==> src/rtl/cacheline_adaptor.sv <==
// ============================================================================
//  Module      : cacheline_adaptor
//  Description : Bridges 256-bit cache line transfers to 4-beat 64-bit memory
//                bursts (read assembly, write split).
//  Revision    : 1.0 - initial release
// ============================================================================
`default_nettype none

module cacheline_adaptor (
    input  logic         clk,
    input  logic         rst,

    input  logic [255:0] line_i,
    output logic [255:0] line_o,
    input  logic [31:0]  address_i,
    input  logic         read_i,
    input  logic         write_i,
    output logic         resp_o,

    input  logic [63:0]  burst_i,
    output logic [63:0]  burst_o,
    output logic [31:0]  address_o,
    output logic         read_o,
    output logic         write_o,
    input  logic         resp_i
);

    localparam logic [1:0] S_IDLE  = 2'd0;
    localparam logic [1:0] S_READ  = 2'd1;
    localparam logic [1:0] S_WRITE = 2'd2;
    localparam logic [1:0] S_DONE  = 2'd3;

    localparam logic [1:0] C_LAST_BEAT = 2'd3;

    logic [1:0]   r_state;
    logic [1:0]   w_state_nxt;
    logic [1:0]   r_cnt;
    logic [31:0]  r_addr;
    logic [255:0] r_wline;
    logic [255:0] r_rline;
    logic [7:0]   w_beat_base;

    assign w_beat_base = {r_cnt, 6'd0};

    always_comb begin
        w_state_nxt = r_state;
        case (r_state)
            S_IDLE: begin
                // Read has priority when both requests arrive together.
                if (read_i)
                    w_state_nxt = S_READ;
                else if (write_i)
                    w_state_nxt = S_WRITE;
            end
            S_READ:  if (resp_i && r_cnt == C_LAST_BEAT) w_state_nxt = S_DONE;
            S_WRITE: if (resp_i && r_cnt == C_LAST_BEAT) w_state_nxt = S_DONE;
            default: w_state_nxt = S_IDLE;
        endcase
    end

    always_ff @(posedge clk) begin
        if (rst) begin
            r_state <= S_IDLE;
            r_cnt   <= 2'd0;
            r_addr  <= 32'd0;
            r_wline <= 256'd0;
            r_rline <= 256'd0;
        end else begin
            r_state <= w_state_nxt;
            case (r_state)
                S_IDLE: begin
                    if (read_i) begin
                        r_addr <= address_i;
                        r_cnt  <= 2'd0;
                    end else if (write_i) begin
                        r_addr  <= address_i;
                        r_wline <= line_i;
                        r_cnt   <= 2'd0;
                    end
                end
                S_READ: begin
                    if (resp_i) begin
                        r_rline[w_beat_base +: 64] <= burst_i;
                        r_cnt                      <= r_cnt + 2'd1;
                    end
                end
                S_WRITE: begin
                    if (resp_i)
                        r_cnt <= r_cnt + 2'd1;
                end
                default: ;
            endcase
        end
    end

    // Every output is a decode of registered state only.
    assign line_o    = r_rline;
    assign resp_o    = (r_state == S_DONE);
    assign read_o    = (r_state == S_READ);
    assign write_o   = (r_state == S_WRITE);
    assign address_o = {r_addr[31:5], 5'd0};
    assign burst_o   = (r_state == S_WRITE) ? r_wline[w_beat_base +: 64] : 64'd0;

endmodule

`default_nettype wire

==> config.mk <==
export PLATFORM = sky130hd
export DESIGN_NAME = cacheline_adaptor
export DESIGN_NICKNAME = d
export VERILOG_FILES = /design/src/rtl/cacheline_adaptor.sv
export SDC_FILE = /design/constraint.sdc
export NUM_CORES = 1
export LEC_CHECK = 0
export ABC_AREA = 1
export BUFFER_PORTS_ARGS = -buffer_cell sky130_fd_sc_hd__buf_2
export CELL_PAD_IN_SITES_DETAIL_PLACEMENT = 1
export CELL_PAD_IN_SITES_GLOBAL_PLACEMENT = 1
export CORE_AREA = 2 2 280 282
export CTS_BUF_LIST = sky130_fd_sc_hd__clkbuf_16
export DETAILED_ROUTE_END_ITERATION = 7
export DIE_AREA = 0 0 282 284
export PLACE_DENSITY_LB_ADDON = 0.1
export SLEW_MARGIN = 20
export SYNTH_ARGS = -nofsm -noshare
export SYNTH_HDL_FRONTEND = slang
export SYNTH_SLANG_ARGS = --single-unit
export TNS_END_PERCENT = 10
==> constraint.sdc <==
create_clock -name clk -period 4.5 [get_ports clk]
set_input_delay 0.225 -clock clk [delete_from_list [all_inputs] [get_ports clk]]
set_output_delay 0.225 -clock clk [all_outputs]
set_load 0.005 [all_outputs]
==> out/metrics.csv <==
metric,value,unit
Hold Worst Slack,85.3,ps
1st-pass router iterations,5,
global placer's final weighted congestion,0.863,
vias in the first global route,24800,
Post-DRT Antenna Nets,0,
Detailed Place HPWL,63200,um
slew margin rel.,0.347,
Post-CTS Resized,0,
"worst slack, placed",1600,ps
Power Total,14.7,mW
Hold Path End,r_state[0]$_SDFFE_PP0P_,
maximum vdd drop,0.245,mV
Critical Path Most Common Cell,buf_4,
CP Data Required Time,4280,ps
Synth Instances,3009,
ratio of cells with drive above 1 in the final layout,0.211,
full die area,80100,um2
setup TNS,0,ps
synthesized area per cell,7.35,um2
nets,4263,
largest net degree at the start of global routing,206,
worst skew pair latency,590,ps
CP max FO,68,
Die Ht,284,um
die width,282,um
Fmax,0.312,GHz
met3 WL,5450,um
WS Path Type,flip-flop to output pin,
unrepaired setup endpoints after global routing,no,
Cells after DPL,4518,
CTS Buf Count,67,
"most common cell after layout, fill and taps aside",a21oi_1,
Slew @ Worst Pin,979,ps
GRT Util Overall,0.232,
hold depth,5,
placed inst area,26200,um2
CP Launch Type,flip-flop,
first-pass GRT wire length,146000,um
I/O Buffers,701,
most frequent cells in the layout,"705 x a21oi_1, 700 x buf_2, 541 x dfxtp_1",
Final Util,0.412,
IO Pins,712,
Synth warnings,0,
Min-Delay Startpoint,read_i,
"Distinct cells, synth",24,
drt drc,0,
M1 wire length,38600,um
clk sink count,543,
vias per inst,4.78,
delay of the slowest critical-path stage,700,ps
setup violators final,0,
Hold Crit Class,input port to flip-flop,
# fillers,9561,
H-tree lvl count,3,
clk buf depth,3,
"FF+latch count, synth",543,
fin cells,5002,
top-area cell type share of the netlist area,0.491,
Post-Route WL,96100,um
layout overhead on the synthesized area,43.3,%
r2r worst-path depth,7,
final hold vios,0,
Setup Skew,11.8,ps
DR WL met2,48000,um
Site Rows,102,
max_cap viols,0,
RR Startpoint,r_cnt[0]$_SDFFE_PP0P_,
Yosys top cell by area,dfxtp_1,
clock slew at reported path FFs,60,ps
finished layout cell area,31700,um2
crit-path cells,buf_4 > buf_4 > o21ai_0 > a21oi_1 > buf_2,
initial core utilization,0.287,
"Seq/Total Area, Yosys",0.491,
root buffer cell,clkbuf_16,
Multi-input gate area,8960,um2
drt wl/cell,19.2,um
critical path endpoint category,output pin,
status,"complete, no violations",
min cycle time layout,3200,ps
Final WS setup,1300,ps
via count,23900,
reg2reg end,line_o[12]$_SDFFE_PP0P_,
synthesized cell area,22100,um2
core footprint,77000,um2
Iter 0 DRT Violations,1060,
CTS tree,built,
PD cells,464,nW/um2
r2r setup slk,1600,ps
final slew viol count,0,
GRT Residual Overflow,0,
register area,10900,um2
uppermost layer routed,met5,
Final period util,0.712,
initial antenna violation count,31,
Slowest cell on crit path,buf_4,
P_leak,13.2,nW
crit path DAT,2980,ps
largest cells by area after synthesis,"dfxtp_1 49%, a21oi_1 16%, o21ai_0 11%",
==> where the power goes <==
| part | total (mW) | switching [mW] | internal, mW |
|---|---|---|---|
| clock network | 4.91 | 2.10 | 2.80 |
| logic | 4.19 | 2.83 | 1.36 |
| registers | 5.62 | 0.237 | 5.38 |
| total | 14.7 | 5.17 | 9.54 |
==> kinds of logic after synthesis <==
logic type      count (synthesis)  share of synthesized area
fa+ha+maj                      12                    0.00679
compound gates               1185                      0.268
other cells                     1                   0.000170
buf+inv                       601                      0.107
simple gates                  667                      0.126
flops                         543                      0.491
==> layer usage <==
layer  track usage  vias up
li1              -    11700
met2         0.408      606
met3        0.0510      208
met1         0.264    11400
met5             0        -
met4         0.107       14
==> final cells by class <==
| cell class | instances | area share |
|---|---|---|
| flip-flops and latches | 543 | 0.343 |
| multi-input cells | 1869 | 0.283 |
| repair buffers | 1078 | 0.230 |
| clock buffers | 69 | 0.0545 |
| well taps | 1040 | 0.0410 |
| inverters | 335 | 0.0401 |
| clock inverters | 43 | 0.00655 |
| diodes | 25 | 0.00197 |
==> worst max-delay path, delay by kind of cell (launching register included) <==
kind | cells | cell delay [ps]
flops | 1 | 360
compound gates | 2 | 480
buf+inv | 3 | 1500
==> worst max path at each step <==
stage,startpoint,end,slack (ps),cells past startpoint
final,r_cnt[0]$_SDFFE_PP0P_,burst_o[26],1300,5
after detailed placement,r_cnt[0]$_SDFFE_PP0P_,line_o[3]$_SDFFE_PP0P_,1600,7
after floorplan,r_cnt[0]$_SDFFE_PP0P_,line_o[195]$_SDFFE_PP0P_,2270,11
after global placement,r_cnt[1]$_SDFFE_PP0P_,line_o[138]$_SDFFE_PP0P_,1660,7
after CTS,r_cnt[0]$_SDFFE_PP0P_,burst_o[26],1220,5
after global routing,r_cnt[0]$_SDFFE_PP0P_,burst_o[26],1090,5
==> timing repair <==
item / CTS / global route
hold buffers: 346 / 0
endpoints found under the hold margin: 401 / 0
setup buffers: 0 / 0
==> state kept, by name (all words and copies together) (netlist names) <==
name	flops
line_o	256
r_wline	256
r_addr	27
r_cnt	2
r_state	2
==> cell usage after synthesis <==
cell type and count:
o21ai_0 478, clkinv_1 1, nand4_1 1, nand2_1 340
or2_2 1, o21ai_2 1, conb_1 1, nand3_1 131
a21oi_1 705, buf_1 20, inv_1 331, buf_6 1
buf_4 7, nor3_1 61, dfxtp_1 543, nor2_1 126
a31oi_1 1, nor2_4 3, inv_2 3, nor2_2 2
clkbuf_1 172, nand3_2 2, ha_1 12, buf_2 66
Note: power is estimated with default switching activity, not from simulation.
